### src/rtl/kbd_pkg.sv
// kbd_pkg: shared definitions for the keyboard FIFO peripheral.
//   - register offsets within the keyboard window (eab[2:1])
//   - STATUS / CONTROL bit positions
//   - queued key entry width and the bus handshake state type
//   - data_word(): formats a FIFO entry for a DATA read
package kbd_pkg;

  localparam int KBD_ENTRY_W = 10;  // {pressed, extended, scancode[7:0]}

  localparam logic [1:0] KBD_DATA   = 2'd0;
  localparam logic [1:0] KBD_STATUS = 2'd1;
  localparam logic [1:0] KBD_CTRL   = 2'd2;
  localparam logic [1:0] KBD_RSVD   = 2'd3;

  // STATUS bit positions
  localparam int ST_NOT_EMPTY = 15;
  localparam int ST_FULL      = 14;
  localparam int ST_OVERFLOW  = 13;
  localparam int ST_IRQ_EN    = 12;

  // CONTROL bit positions
  localparam int CTRL_IRQ_EN  = 0;
  localparam int CTRL_FLUSH   = 1;
  localparam int CTRL_CLR_OVF = 2;

  typedef enum logic {
    BUS_IDLE = 1'b0,
    BUS_ACK  = 1'b1
  } bus_state_e;

  // DATA register view: bit 15 flags a valid entry; an empty FIFO reads 0.
  function automatic logic [15:0] data_word(input logic valid,
                                            input logic [KBD_ENTRY_W-1:0] entry);
    data_word = valid ? {1'b1, 5'b0, entry} : 16'h0000;
  endfunction

endpackage

### src/rtl/sync_fifo.sv
// sync_fifo: single-clock FIFO with push/pop/flush.
// Ports:
//   clk, reset_n      clock, async active-low reset
//   push, wdata       write request and data
//   pop               read-advance request (ignored when empty)
//   flush             empties the FIFO; overrides push and pop
//   rdata             head entry (combinational from the read pointer)
//   full, empty       occupancy flags
//   count             occupancy, 0..DEPTH
//   drop              one-cycle pulse when a push is rejected for lack of space
module sync_fifo #(
  parameter int WIDTH = 10,
  parameter int DEPTH = 16,
  parameter int AW    = 4
) (
  input  logic             clk,
  input  logic             reset_n,
  input  logic             push,
  input  logic [WIDTH-1:0] wdata,
  input  logic             pop,
  input  logic             flush,
  output logic [WIDTH-1:0] rdata,
  output logic             full,
  output logic             empty,
  output logic [AW:0]      count,
  output logic             drop
);

  logic [WIDTH-1:0] mem [DEPTH];
  logic [AW-1:0]    wr_ptr;
  logic [AW-1:0]    rd_ptr;
  logic             do_push;
  logic             do_pop;

  assign full  = (count == (AW+1)'(DEPTH));
  assign empty = (count == '0);
  assign rdata = mem[rd_ptr];

  // A pop in the same cycle frees the slot a full FIFO needs for the push.
  assign do_pop  = pop & ~empty & ~flush;
  assign do_push = push & ~flush & (~full | do_pop);
  assign drop    = push & ~flush & ~do_push;

  always_ff @(posedge clk or negedge reset_n) begin
    if (!reset_n) begin
      wr_ptr <= '0;
      rd_ptr <= '0;
      count  <= '0;
    end else if (flush) begin
      wr_ptr <= '0;
      rd_ptr <= '0;
      count  <= '0;
    end else begin
      // Pointers are AW bits wide, so they wrap modulo DEPTH on their own.
      if (do_push) wr_ptr <= wr_ptr + 1'b1;
      if (do_pop)  rd_ptr <= rd_ptr + 1'b1;
      case ({do_push, do_pop})
        2'b10:   count <= count + 1'b1;
        2'b01:   count <= count - 1'b1;
        default: count <= count;
      endcase
    end
  end

  // Storage needs no reset: it is only read through rd_ptr behind count.
  always_ff @(posedge clk) begin
    if (do_push) mem[wr_ptr] <= wdata;
  end

endmodule

### src/rtl/kbd_fifo_periph.sv
// kbd_fifo_periph: 68000 bus peripheral queuing ps2 key events for the CPU.
// Ports:
//   clk        CPU clock
//   reset_n    async active-low reset
//   ps2_key    [10] toggle strobe, [9] pressed, [8] extended, [7:0] scancode
//   cs         keyboard window select (decoded from eab by the top level)
//   as_n       CPU address strobe
//   rw         1 = read, 0 = write
//   lds_n      lower data strobe (CONTROL writes need it low)
//   addr       register select: 0 DATA, 1 STATUS, 2 CONTROL, 3 reserved
//   din        CPU write data
//   dout       read data, held between bus cycles
//   dtack_n    data transfer acknowledge for this window
//   irq        level interrupt: irq_en & FIFO non-empty, registered
//
// Handshake: a bus cycle starts when cs & !as_n is seen in IDLE. On that
// edge the FSM enters ACK, dout is latched and the side effect (DATA pop or
// CONTROL write) happens exactly once. dtack_n stays low throughout ACK and
// returns high on the edge where as_n rises or cs drops; a new cycle needs
// as_n high for at least one clock.
module kbd_fifo_periph
  import kbd_pkg::*;
#(
  parameter int DEPTH = 16,
  parameter int AW    = 4
) (
  input  logic        clk,
  input  logic        reset_n,
  input  logic [10:0] ps2_key,
  input  logic        cs,
  input  logic        as_n,
  input  logic        rw,
  input  logic        lds_n,
  input  logic [1:0]  addr,
  input  logic [15:0] din,
  output logic [15:0] dout,
  output logic        dtack_n,
  output logic        irq
);

  // Bus handshake state; kept as a named register for observation.
  bus_state_e bus_state;
  bus_state_e bus_state_next;

  logic                   key_tog_q;
  logic                   tog_primed;
  logic                   key_push;

  logic [KBD_ENTRY_W-1:0] fifo_rdata;
  logic                   fifo_full;
  logic                   fifo_empty;
  logic [AW:0]            fifo_count;
  logic                   fifo_drop;
  logic                   fifo_pop;
  logic                   fifo_flush;

  logic                   bus_start;
  logic                   rd_start;
  logic                   ctrl_wr;
  logic [15:0]            rd_mux;

  logic                   irq_en;
  logic                   overflow;

  logic                   unused_din;
  assign unused_din = ^din[15:3];

  // Key capture. The first clock after reset only samples the strobe so a
  // stale toggle level is not mistaken for a new key.
  always_ff @(posedge clk or negedge reset_n) begin
    if (!reset_n) begin
      key_tog_q  <= 1'b0;
      tog_primed <= 1'b0;
    end else begin
      key_tog_q  <= ps2_key[10];
      tog_primed <= 1'b1;
    end
  end

  assign key_push = tog_primed & (ps2_key[10] != key_tog_q);

  sync_fifo #(
    .WIDTH (KBD_ENTRY_W),
    .DEPTH (DEPTH),
    .AW    (AW)
  ) u_fifo (
    .clk     (clk),
    .reset_n (reset_n),
    .push    (key_push),
    .wdata   (ps2_key[9:0]),
    .pop     (fifo_pop),
    .flush   (fifo_flush),
    .rdata   (fifo_rdata),
    .full    (fifo_full),
    .empty   (fifo_empty),
    .count   (fifo_count),
    .drop    (fifo_drop)
  );

  // Bus FSM
  always_ff @(posedge clk or negedge reset_n) begin
    if (!reset_n) bus_state <= BUS_IDLE;
    else          bus_state <= bus_state_next;
  end

  always_comb begin
    bus_state_next = bus_state;
    case (bus_state)
      BUS_IDLE: if (cs && !as_n) bus_state_next = BUS_ACK;
      BUS_ACK:  if (as_n || !cs) bus_state_next = BUS_IDLE;
      default:  bus_state_next = BUS_IDLE;
    endcase
  end

  // Straight from the state register, so an async reset releases it at once.
  assign dtack_n = (bus_state != BUS_ACK);

  assign bus_start  = (bus_state == BUS_IDLE) & cs & ~as_n;
  assign rd_start   = bus_start & rw;
  assign ctrl_wr    = bus_start & ~rw & ~lds_n & (addr == KBD_CTRL);
  assign fifo_pop   = rd_start & (addr == KBD_DATA);
  assign fifo_flush = ctrl_wr & din[CTRL_FLUSH];

  // Read data selection
  always_comb begin
    rd_mux = 16'h0000;
    case (addr)
      KBD_DATA: rd_mux = data_word(~fifo_empty, fifo_rdata);
      KBD_STATUS: begin
        rd_mux[ST_NOT_EMPTY] = ~fifo_empty;
        rd_mux[ST_FULL]      = fifo_full;
        rd_mux[ST_OVERFLOW]  = overflow;
        rd_mux[ST_IRQ_EN]    = irq_en;
        rd_mux[7:0]          = 8'(fifo_count);
      end
      KBD_CTRL: rd_mux[CTRL_IRQ_EN] = irq_en;
      default:  rd_mux = 16'h0000;
    endcase
  end

  always_ff @(posedge clk or negedge reset_n) begin
    if (!reset_n) begin
      dout     <= 16'h0000;
      irq_en   <= 1'b0;
      overflow <= 1'b0;
      irq      <= 1'b0;
    end else begin
      if (rd_start) dout <= rd_mux;
      if (ctrl_wr)  irq_en <= din[CTRL_IRQ_EN];
      // A drop in the same cycle as a clear keeps the flag set.
      if (fifo_drop)                         overflow <= 1'b1;
      else if (ctrl_wr && din[CTRL_CLR_OVF]) overflow <= 1'b0;
      irq <= irq_en & ~fifo_empty;
    end
  end

endmodule

### config.mk
export PLATFORM = sky130hd
export DESIGN_NAME = kbd_fifo_periph
export DESIGN_NICKNAME = d
export VERILOG_FILES = /design/src/rtl/kbd_pkg.sv /design/src/rtl/sync_fifo.sv /design/src/rtl/kbd_fifo_periph.sv
export SDC_FILE = /design/constraint.sdc
export NUM_CORES = 1
export LEC_CHECK = 0
export ABC_CLOCK_PERIOD_IN_PS = 3200
export BUFFER_PORTS_ARGS = -buffer_cell sky130_fd_sc_hd__buf_2
export CAP_MARGIN = 25
export CORE_MARGIN = 2
export CORE_UTILIZATION = 54
export DETAILED_ROUTE_END_ITERATION = 10
export GPL_TIMING_DRIVEN = 0
export PLACE_DENSITY = 0.75
export SLEW_MARGIN = 0
export SYNTH_ARGS = -nofsm -noshare
export SYNTH_HDL_FRONTEND = slang
export SYNTH_HIERARCHICAL = 1
export SYNTH_SLANG_ARGS = --single-unit
### constraint.sdc
create_clock -name clk -period 3.2 [get_ports clk]
set_clock_uncertainty 0.2 [all_clocks]
set_input_delay 0.32 -clock clk [delete_from_list [all_inputs] [get_ports clk]]
set_output_delay 0.32 -clock clk [all_outputs]
set_load 0.1 [all_outputs]
# ---- Yosys cells after proc, flatten, opt, wreduce, memory -nomap -nowiden
# Memory sizes are Yosys's and may differ from the RTL's.
# Index checks and enable logic that the tools add are counted.
# Widths: inputs -> output; s select.
dict set report totals {
  output_inout_bits 18
  n_memories 1
  regBits 35
  input_bits 35
  mem_bits_rw 160
  word_cells 74
}
dict set report classes {
  reduce_logical 11
  bitwise_logic 24
  mux 18
  addsub 4
  n_eq_ne 6
}
# name depth width rd rd_ports_with_merged_regs write_ports line_no
set mem_list {}
lappend mem_list {u_fifo.mem 16 10 1 0 1 sync_fifo.sv:29} ;# logic [WIDTH-1:0] mem [DEPTH];
# operator count
set ops {}
lappend ops {{$mux 4} 5}
lappend ops {{$mux 16} 1}
lappend ops {{$and 1x1->1} 15}
lappend ops {{$pmux 7 s2} 1}
lappend ops {{$pmux 5 s2} 1}
lappend ops {{$add 4x1->4 const B} 2}
lappend ops {{$not 1->1} 8}
lappend ops {{$pmux 4 s2} 1}
lappend ops {{$mux 1} 6}
lappend ops {{$reduce_bool 2->1} 3}
lappend ops {{$add 5x1->5 const B} 1}
lappend ops {{$eq 5x5->1 const B} 1}
lappend ops {{$logic_not 5->1} 1}
lappend ops {{$mux 5} 1}
lappend ops {{$sub 5x1->5 const B} 1}
lappend ops {{$eq 2x1->1 const B} 2}
lappend ops {{$eq 2x2->1 const B} 2}
lappend ops {{$pmux 1 s3} 1}
lappend ops {{$reduce_bool 3->1} 1}
lappend ops {{$logic_and 1x1->1} 2}
lappend ops {{$logic_not 1->1} 2}
lappend ops {{$logic_not 2->1} 1}
lappend ops {{$pmux 1 s2} 1}
lappend ops {{$logic_or 1x1->1} 1}
lappend ops {{other kinds (2)} 2}

# ---- Longest topological paths before layout
# Gate-level depths: netlist of run 1.
dict set report depth {
  word_depth 14
  ltp_mapped 13
  ltp_nobuf 11
}

# ---- Cells and area by module
# The synthesis of run 1 kept the hierarchy.
# mod cells_each seq_area_each_um2 instances area_per_inst_um2
set modules_own_cells {}
lappend modules_own_cells {sync_fifo 409 5129.9 1 7144.4}
lappend modules_own_cells {kbd_fifo_periph 80 500.5 1 878.3}

# ---- Least setup slack after synthesis of run 1
# Ideal clock, no wire load.
dict set report synth_path {
  kind {register to register}
  from {register bus_state}
  to {register u_fifo.count[4]}
  setup_time_ns 0.082
  slack_ns -0.240
  synth_period_minus_slack_ns 3.440
  stages_incl_launch_ff 14
  arrival_ns 3.158
  required_ns 2.918
  n_path_buf 2
  path_cell_list {dfrtp_1 -> nand4bb_1 -> buf_2 -> clkbuf_1 -> nor3_1 -> o21ai_0 -> or3_1 -> inv_1 -> ha_1 -> nand2b_1 -> a21oi_1 -> or3_2 -> a21o_1 -> a31oi_1}
}
dict set report synth_between {
  word_cells_on_any_way 20
  classes_between {eq/ne: 2; mux: 2; bitwise: 15; reduce/logical: 1}
}
# element line_no
set synth_lines {}
lappend synth_lines {{start, declared} kbd_fifo_periph.sv:42} ;# bus_state_e bus_state;
lappend synth_lines {{start signal, assigned} kbd_fifo_periph.sv:103} ;# else bus_state <= bus_state_next;
lappend synth_lines {{$not 1->1 *} n/a}
lappend synth_lines {{$and 1x1->1 * (2 in a row)} kbd_fifo_periph.sv:118} ;# assign bus_start = (bus_state == BUS_IDLE) & cs & ~as_n;
lappend synth_lines {{$and 1x1->1 *} kbd_fifo_periph.sv:119} ;# assign rd_start = bus_start & rw;
lappend synth_lines {{$and 1x1->1 *} kbd_fifo_periph.sv:121} ;# assign fifo_pop = rd_start & (addr == KBD_DATA);
lappend synth_lines {{via fifo_pop} kbd_fifo_periph.sv:54} ;# logic fifo_pop;
lappend synth_lines {{$and 1x1->1 * (2 in a row)} sync_fifo.sv:40} ;# assign do_pop = pop & ~empty & ~flush;
lappend synth_lines {{$or 1x1->1} sync_fifo.sv:41} ;# assign do_push = push & ~flush & (~full | do_pop);
lappend synth_lines {{$and 1x1->1} sync_fifo.sv:41}
lappend synth_lines {{$eq 2x1->1 or $eq 2x2->1 (tied branches)} sync_fifo.sv:57} ;# case ({do_push, do_pop})
lappend synth_lines {{$pmux 5 s2} sync_fifo.sv:57}
lappend synth_lines {{$mux 5} sync_fifo.sv:49} ;# end else if (flush) begin
lappend synth_lines {{end signal, assigned} sync_fifo.sv:58} ;# 2'b10: count <= count + 1'b1;
lappend synth_lines {{end signal, assigned} sync_fifo.sv:59} ;# 2'b01: count <= count - 1'b1;
lappend synth_lines {{end signal, assigned} sync_fifo.sv:60} ;# default: count <= count;
lappend synth_lines {{end, declared} sync_fifo.sv:25} ;# output logic [AW:0] count,
# The timed path passes the listed nets; every way through them passes the cells marked *.
# A chain may end at the register's enable or synchronous reset.

# ---- Final worst setup path of run 1
dict set report layout_path {
  from {register bus_state}
  to {register u_fifo.count[3]}
}
# The elaborated chain is that of the path after synthesis.

==> results of run 1 <==
==> cell type report <==
class	instances	area (um2)	area share (%)
Buffer	23	156	1.68
Timing Repair Buffer	50	295	3.16
Inverter	9	36.3	0.389
Multi-Input combinational cell	265	2340	25.1
Tap cell	184	230	2.47
Clock buffer	17	425	4.56
Clock inverter	14	211	2.27
Sequential cell	193	5630	60.3
==> what timing repair did <==
action                                  4_1_cts  5_1_grt
hold buffers                                  5        0
gates resized for setup                      19       13
endpoints found under the setup margin      122       98
buffers inserted                              1        7
pin swaps                                     1        9
hold endpoints to repair                     37        0
==> flip-flops by register name (all words and copies together), names as in the netlist <==
signal         cells
bus_state          1
dout              14
irq                1
irq_en             1
key_tog_q          1
overflow           1
tog_primed         1
u_fifo/count       5
u_fifo/mem       160
u_fifo/rd_ptr      4
u_fifo/wr_ptr      4
==> power by group through the flow <==
| stage | Combinational, mW | Clock [mW] | Sequential, mW |
|---|---|---|---|
| after global routing | 2.17 | 2.39 | 3.13 |
| final | 2.04 | 2.26 | 3.10 |
| after floorplan | 1.15 | 0 | 3.40 |
| after CTS | 1.97 | 2.29 | 3.09 |
| after detailed placement | 1.94 | 0 | 3.15 |
| after global placement | 1.91 | 0 | 3.13 |
==> Yosys cell counts (all sizes together), types with 2 or more instances <==
cell / instances
nor4: 2
a21oi: 15
nor2: 16
nor2b: 2
conb: 2
ha: 8
a21o: 3
and2: 20
or3: 2
o21ai: 28
edfxtp: 160
clkbuf: 12
mux2i: 31
nand2b: 5
o31ai: 2
dfrtp: 33
mux2: 16
nand2: 28
inv: 9
a221oi: 10
nand3: 4
mux4: 20
nor3b: 4
a22o: 5
xor2: 8
a31oi: 2
buf: 10
nor3: 3
a22oi: 13
==> metal layers <==
metal / up-vias / share of wire, % / routed length (um)
li1: 2036 / - / -
met1: 2321 / 43 / 7170
met2: 156 / 49 / 8290
met3: 25 / 6.0 / 1000
met4: 0 / 2.0 / 335
met5: - / 0 / 0
==> logic make-up after synthesis <==
logic type	count (synthesis)
compound gates	82
xor+xnor	9
fa+ha+maj	9
buf+inv	32
other cells	2
mux	67
flops	193
simple gates	95
==> tightest hold or removal path, delay by kind of cell <==
family | cells | cell delay, ps
AND/OR/NAND/NOR | 1 | 190
buffers and inverters | 2 | 160
==> worst paths after layout <==
check                               start         endpoint  slack, ps  cells past startpoint
worst min register to register   dout[12]         dout[12]        280                      2
max in group asynchronous         reset_n        key_tog_q       2040                      2
min in group asynchronous         reset_n         dout[12]        290                      2
worst min-delay path                   cs        bus_state         80                      3
worst max-delay path            bus_state  u_fifo/count[3]         60                     13
worst max register to register  bus_state  u_fifo/count[3]         60                     13
==> through the flow <==
step | setup slack [ps] | cells | instance area (um2)
2_1_floorplan | 28.5 | 490 | 8040
3_3_place_gp | -272 | 711 | 8460
3_5_place_dp | -348 | 711 | 8460
4_1_cts | 6.15 | 748 | 9200
5_1_grt | -21.4 | 755 | 9330
6_report | 60.4 | 755 | 9330
==> impl_results.md, run 1 <==
- Status: finished, final reports clean
- Met1 usage: 30.9%
- Die X: around 130 um
- Final Util: about 64%
- Most frequent cells in the layout: edfxtp_1 (160), buf_2 (41), dfrtp_1 (33)
- Final Max Slew Viols: 0
- DR vias: 4538
- Rows: 44
- Worst slew pin tran: 801 ps
- Critical Path End Type: register
- WP data required: 3310 ps
- CTS tree: done
- Slowest cell on crit path: or3_4
- Psw: 2.31 mW
- Syn Inst Count: 489
- HP Class: input pin to register
- Tot Pwr: 7.41 mW
- Final wirelength: 16800 um
- RePlAce Congestion: 0.884
- Internal power: 5.09 mW
- XOR/XNOR share of the synthesized area: 0.983%
- # clock sinks: 193
- Fmax: 0.319 GHz
- Max-cap viol count: 0
- Register area share after synthesis: approximately 70%
- Buffer and inverter count on the worst path: 3
- Tot GR Track Use: 21.8%
- P_leak: 3.37 nW
- Crit path max fanout: 10
- Yosys reg bits: 193
- Yosys top cell by area: edfxtp_1
- Synth Cell Area: between 0.008 and 0.009 mm2
- Kind of cell adding the most delay to the critical path: simple AND/OR/NAND/NOR gates
- Number of buffers added on ports: 37
- # DRC: 0
- Syn avg cell area: 16.4 um2
- Area growth syn-to-layout: 16.3%
- Fin crit period: ~3100 ps
- Root Buffer: clkbuf_16
- Initial antenna violation count: 0
- Num CTS Buffers: 17
- P per Cell Area: a little under 800 mW/mm2
- VDD IR max: 0.000499 V
- Initial Util: around 55%
- Complex-gate fraction of the synthesized area: under 10%
- Met2 global-route usage: 34.9%
- Die area: 0.0158 mm2
- Simple-Gate Fraction of Synth Area: 6.60%
- Vias per std cell: 6.01
- Final hold vios: 0
- ANT nets after route: 0
- Flop pwr share: around two fifths
- Number of enable flip-flop cells after synthesis: 160
- Initial drt markers: 473
- Relative slew margins: a little under half
- Main synth FF type: edfxtp_1
- Hold Slack: 76.8 ps
- CTS Buffer Depth: 2
- Worst EP arrival: 3250 ps
- Setup violations, final: 0
- N_diodes: 0
- YS warnings: 6
- GRT met3 Usage: under 10%
- Reg clk slew, reported paths: approximately 60 ps
- Max H-tree Level: 4
- Logic gate share of total power: 27.6%
- First-pass DRT Iterations: 5
- Largest family of logic cells by synthesized area: multiplexers
- Cells along the critical path: nand4bb_4, buf_6, clkbuf_8, nor3_4, o21ai_2, or3_4, inv_4, ha_1, a21o_2, a21oi_2, xor2_1, nor2_1, mux2_1
- Post-synthesis adder-cell area fraction: between 1 and 1.5%
- Net Sw Frac: 31.2%
- Setup TNS Final: 0 ps
- Core area: 0.0145 mm2
- Ranking of synthesized cells by area: edfxtp_1 (60%), dfrtp_1 (10%), mux4_2 (5.6%)
- Largest net degree at the start of global routing: 34
- Critical Path Max Stage Delay: 410 ps
- GRT busiest layer: met2
- Share of cells above drive strength 1: 28.7%
- Global-route wire length before repair: 25600 um
- HPWL Detailed: 10800 um
- Tcrit/Tclk final: 98.1%
- Kind of critical path: register to register
- Netlist cell types: between 50 and 60
- Gr ovfl total: 0
- Top cell type's share of synthesized area: roughly three fifths
- Fillers: 1010
- Clock power share: 30.6%
- WL/cell: 22.2 um
- Multiplexer share of the synthesized area: between 10% and 20%
- # IOs: 53
- Clk_lat worst skew: between 400 and 500 ps
- Share of flip-flops with an asynchronous set or reset: 17.1%
- Chip Height: 126 um
- Post-layout net count: about 600
- Startpoint types: register
- Number of global-route vias before repair: about 4.5k
- Most common cell after layout, fill and taps aside: edfxtp_1
Note: power is estimated with default switching activity, not from simulation.
==> inputs of run 2 (changes only) <==
- BUFFER_PORTS_ARGS: -buffer_cell sky130_fd_sc_hd__buf_2 -> default
- CORE_UTILIZATION: 54 -> 55
- DONT_BUFFER_PORTS: default -> 1
- PLACE_DENSITY: 0.75 -> 0.73
==> run 2 against run 1 <==
  * Final cell count down 3.4%
  * Clock power shrank 7%
  * Cell area shrank 2.0%
  * First-iteration DRC count down 5.9%
  * Register-to-register slack better by 70 ps
  * Wire length increased by 1.1%
  * Combinational power is 19% lower
  * Largest cell class unchanged
  * Largest power group unchanged
  * Highest routed layer is now met5
==> impl_results.md, run 2 (same netlist as run 1, synthesis figures left out) <==
- Status: finished, final reports clean
- Number of global-route vias before repair: around 4.4k
- Worst setup startpoint: bus_state
- Most common cell after layout, fill and taps aside: edfxtp_1
- CTS tree: done
- Tot GR Track Use: approximately 23%
- Startpoint of the worst hold path: addr[1]
- Fin crit period: ~3000 ps
- Reg clk slew, reported paths: 70 ps
- Met2 global-route usage: 33.8%
- Worst R2R Start: bus_state
- Share of cells above drive strength 1: 19.8%
- Kind of critical path: register to register
- Biggest register: u_fifo/mem
- HPWL Detailed: 10600 um
- Kind of cell adding the most delay to the critical path: simple AND/OR/NAND/NOR gates
- Post-layout net count: between 500 and 600
- Final Non-Filler Cells: around 730
- Die area: 0.0156 mm2
- Number of buffers added on ports: 0
- HP Class: input pin to register
- Most frequent cells in the layout: edfxtp_1 (160), dfrtp_1 (33), mux2i_1 (31)
- Max H-tree Level: 4
- Slowest cell on crit path: or3_2
- Max FFs per register: 160
- P per Cell Area: between 700 and 800 mW/mm2
- Final Max Slew Viols: 0
- # DRC: 0
- Worst EP arrival: 3210 ps
- CTS Buffer Depth: 2
- Placed Cells incl. Taps: 674
- Global-route wire length before repair: 25800 um
- Chip Height: 125 um
- Gr ovfl total: 0
- First-pass DRT Iterations: 5
- Met1 usage: approximately a third
- RePlAce Congestion: 0.860
- Clk_lat worst skew: ~430 ps
- Fmax: 0.326 GHz
- GRT busiest layer: met2
- Worst slew pin tran: 932 ps
- Tcrit/Tclk final: 95.9%
- Register area: between 0.005 and 0.006 mm2
- WL/cell: 23.3 um
- Num CTS Buffers: 17
- Critical Path End Type: register
- Max-cap viol count: 0
- P_leak: 3.20 nW
- Place WS: -327 ps
- Startpoint types: register
- # IOs: between 50 and 60
- # clock sinks: about 190
- Initial Util: 55.8%
- Initial antenna violation count: 1
- ANT nets after route: 0
- Final Util: 63.7%
- Final hold vios: 0
- GRT met3 Usage: 5.11%
- Relative slew margins: 37.9%
- N_diodes: 0
- Largest regs: u_fifo/mem x160, dout x14, u_fifo/count x5
- VDD IR max: around 0.00043 V
- Fillers: approximately 970
- Core area: 0.0144 mm2
- Area growth syn-to-layout: 14.0%
- Buffer and inverter count on the worst path: 2
- WP data required: 3340 ps
- Final wirelength: 17000 um
- Crit path max fanout: 19
- Critical Path Max Stage Delay: 460 ps
- DR vias: 4488
- Multi-input logic area: roughly 0.0023 mm2
- Largest net degree at the start of global routing: 34
- Die X: 125 um
- Initial drt markers: 445
- Cells along the critical path: nand4bb_4, buf_6, nor3_4, o21ai_2, or3_4, inv_2, ha_1, nor2_1, a21oi_1, or3_2, a21o_1, a31oi_1
- Root Buffer: clkbuf_16
- Setup violations, final: 0
- Vias per std cell: 6.16
- Rows: 44
- Setup ws final: 133 ps
[run 2: cell count changes in the layout (fill, tap and decap cells not counted), moves of 4 or more]
cell,previous run,this run
and2_2,17,13
dlygate4sd3_1,5,19
clkinvlp_4,1,5
buf_2,41,4
buf_4,13,9
and2_1,2,7
[run 2: worst reg2reg max path, cell delays in order, from the launching register on]
cell       delay [ps]
dfrtp_1           400
nand4bb_4         230
buf_6             190
nor3_4            210
o21ai_2            90
or3_4             360
inv_2              90
ha_1              250
nor2_1            120
a21oi_1            90
or3_2             460
a21o_1            190
a31oi_1           120
[run 2: worst paths after layout]
kind	endpoint	slack (ps)	cells past startpoint
worst min-delay path	u_fifo/rd_ptr[1]	1	4
worst max register to register	u_fifo/count[4]	130	12
min in group asynchronous	dout[13]	140	2
max in group asynchronous	dout[5]	2490	2
worst max-delay path	u_fifo/count[4]	130	12
worst min register to register	dout[13]	360	2
[run 2: area by class of cell]
class,count,share of cell area (%)
buffer,22,1.56
clock buffer,18,4.69
clock inverter,14,1.79
inverter,9,0.369
multi-input combinational,265,24.9
sequential,193,61.6
tap,184,2.52
timing repair buffer,24,2.63
[run 2: layer usage]
metal	vias up	routed length [um]
met1	2283	7270
met4	2	347
met2	195	8020
met5	-	7
li1	1981	-
met3	27	1330
[run 2: report_power, final]
group	leakage, nW	total, mW	switching (mW)	internal, mW
logic	1.06	1.65	0.924	0.723
clock network	0.273	2.11	0.882	1.22
registers	1.87	3.41	0.474	2.93
[run 2: metrics by stage]
stage	instance area [um2]	hold slack, ps	power [mW]	TNS (ps)
floorplan	8040	-176	4.55	0
global placement	8270	-175	4.95	-2210
detailed placement	8270	-175	5.02	-16670
CTS	9120	21.6	7.18	0
global route	9150	40.9	7.42	-6.32
finish	9150	1.50	7.16	0
[run 2: timing repair]
item                                   in CTS  in global routing
resized for setup                           4                 10
endpoints found under the hold margin     208                  0
pin swaps                                   1                  1
hold buffers                               20                  0
setup buffers                               3                  1
setup endpoints to repair                 122                122
==> inputs of run 3 (changes only) <==
- CORE_UTILIZATION: 55 -> 39
- PLACE_DENSITY: 0.73 -> default
==> run 3 against run 2 <==
  * Clock-buffer cell count grew 6
  * Fmax grew 1.4%
  * Final cell count grew 12%
  * Sequential power is essentially flat
  * Register-to-register slack gained 40 ps
  * Critical path type unchanged
==> impl_results.md, run 3 (same netlist as run 1, synthesis figures left out) <==
- Clk_lat worst skew: 430 ps
- Max-cap viol count: 0
- Final hold vios: 0
- Largest net degree at the start of global routing: 34
- First-pass DRT Iterations: 5
- Largest regs: u_fifo/mem x160, dout x14, u_fifo/count x5
- Metal3 WL: 743 um
- WL/cell: 21.4 um
- Core area: 0.0202 mm2
- Startpoint types: register
- P per Cell Area: 777 mW/mm2
- WP data required: 3340 ps
- Fin crit period: 3020 ps
- Reg clk slew, reported paths: 70 ps
- Final Max Slew Viols: 0
- Post-layout net count: 578
- VDD IR max: 0.000410 V
- Root Buffer: clkbuf_16
- Met2 WL: 8780 um
- Area growth syn-to-layout: 16.6%
- Hold Slack: 26.3 ps
- Max FFs per register: 160
- Place WS: -372 ps
- Setup ws final: 175 ps
- Critical Path Max Stage Delay: between 400 and 500 ps
- Die area: approximately 0.022 mm2
- CTS tree: done
- Initial antenna violation count: 2
- Worst slew pin tran: between 900 and 1000 ps
- Buffer and inverter count on the worst path: 2
- Crit path max fanout: 13
- Unrepaired setup endpoints after global routing: no
- Tcrit/Tclk final: 94.5%
- Max H-tree Level: 4
- HPWL Detailed: between 10000 and 15000 um
- Biggest register: u_fifo/mem
- Tot GR Track Use: 16.8%
- Initial Util: 39.6%
- # IOs: 53
- Fmax: 0.331 GHz
- Initial drt markers: between 300 and 400
- Vias per std cell: 5.31
- Rows: 52
- Worst EP arrival: 3160 ps
- Share of cells above drive strength 1: between 20% and 30%
- Final wirelength: 17500 um
- Slowest cell on crit path: or3_2
- Die X: 147 um
- Cells along the critical path: nand4bb_4, buf_6, nor3_4, o21ai_2, or3_4, inv_4, ha_4, nand2b_4, a21oi_2, or3_2, a21o_1, a31oi_1
- Relative slew margins: 36.3%
- Kind of cell adding the most delay to the critical path: simple AND/OR/NAND/NOR gates
- Kind of critical path: register to register
- ANT nets after route: 0
- Gr ovfl total: 0
- Most common cell after layout, fill and taps aside: edfxtp_1
- P_leak: 3.26 nW
- Chip Height: between 100 and 150 um
- Tot Pwr: 7.26 mW
- Metal-1 WL: about 8000 um
- CTS Buffer Depth: 2
- Num CTS Buffers: 17
- Setup TNS Final: 0 ps
- Global-route wire length before repair: 27000 um
- Status: finished, final reports clean
- Final Util: 46.2%
- # DRC: 0
- RePlAce Congestion: 0.818
- Setup violations, final: 0
- # clock sinks: between 150 and 200
- Top Layer Used: met5
- Critical Path End Type: register
- HP Class: input pin to register
- Number of buffers added on ports: 0
- N_diodes: 0
- Number of global-route vias before repair: between 4k and 5k
- Most frequent cells in the layout: edfxtp_1 (160), dfrtp_1 (33), mux2i_1 (31)
- DR vias: 4340
-- run 3: cell types whose count changed in the layout (fill, tap and decap cells not counted), sizes merged --
cell      delta
clkbuf       +6
clkinv       -3
bufinv       -2
clkinvlp     -5
buf          +2
inv          +4
-- run 3: layout make-up --
class                   instances  area [um2]
multi-input cells             265        2320
clock buffers                  24         546
inverters                       9        36.3
plain buffers                  22         143
clock inverters                 8        81.3
fillers                      1724       10900
flip-flops and latches        193        5630
well taps                     270         338
repair buffers                 26         255
-- run 3: path summary, 6_finish.rpt --
| check | cells past startpoint | startpoint | slack (ps) | end |
|---|---|---|---|---|
| max | 12 | bus_state | 180 | u_fifo/count[4] |
| min | 3 | rw | 30 | dout[4] |
| max reg2reg | 12 | bus_state | 180 | u_fifo/count[4] |
| min reg2reg | 1 | irq_en | 380 | irq |
| max in group asynchronous | 2 | reset_n | 2460 | u_fifo/count[1] |
| min in group asynchronous | 2 | reset_n | 170 | dout[8] |
-- run 3: timing repair --
action | CTS | global route
setup buffers | 3 | 3
gates cloned | 0 | 0
pin swaps | 2 | 6
hold buffers | 20 | 0
endpoints found under the hold margin | 208 | 0
endpoints found under the setup margin | 126 | 52
gates resized for setup | 20 | 8
-- run 3: per-layer routing --
| metal | track usage, % | vias to the layer above |
|---|---|---|
| li1 | - | 1986 |
| met1 | 23.1 | 2229 |
| met2 | 27.9 | 106 |
| met3 | 3.18 | 15 |
| met4 | 4.33 | 4 |
| met5 | 0 | - |
-- run 3: worst min-delay path, delay by kind of cell --
| kind | cells | cell delay, ps |
|---|---|---|
| AOI/OAI and AO/OA | 1 | 70 |
| and+or+nand+nor | 2 | 210 |
-- run 3: where the power goes --
group / internal (mW) / total, mW / switching, mW
clock: 1.28 / 2.18 / 0.891
sequential: 2.93 / 3.42 / 0.483
combinational: 0.750 / 1.67 / 0.923
total: 4.97 / 7.26 / 2.30
-- run 3: through the flow --
stage | instances | instance area [um2]
floorplan | 490 | 8040
global placement | 760 | 8380
CTS | 815 | 9300
finish | 817 | 9350
detailed placement | 760 | 8380
global route | 817 | 9350
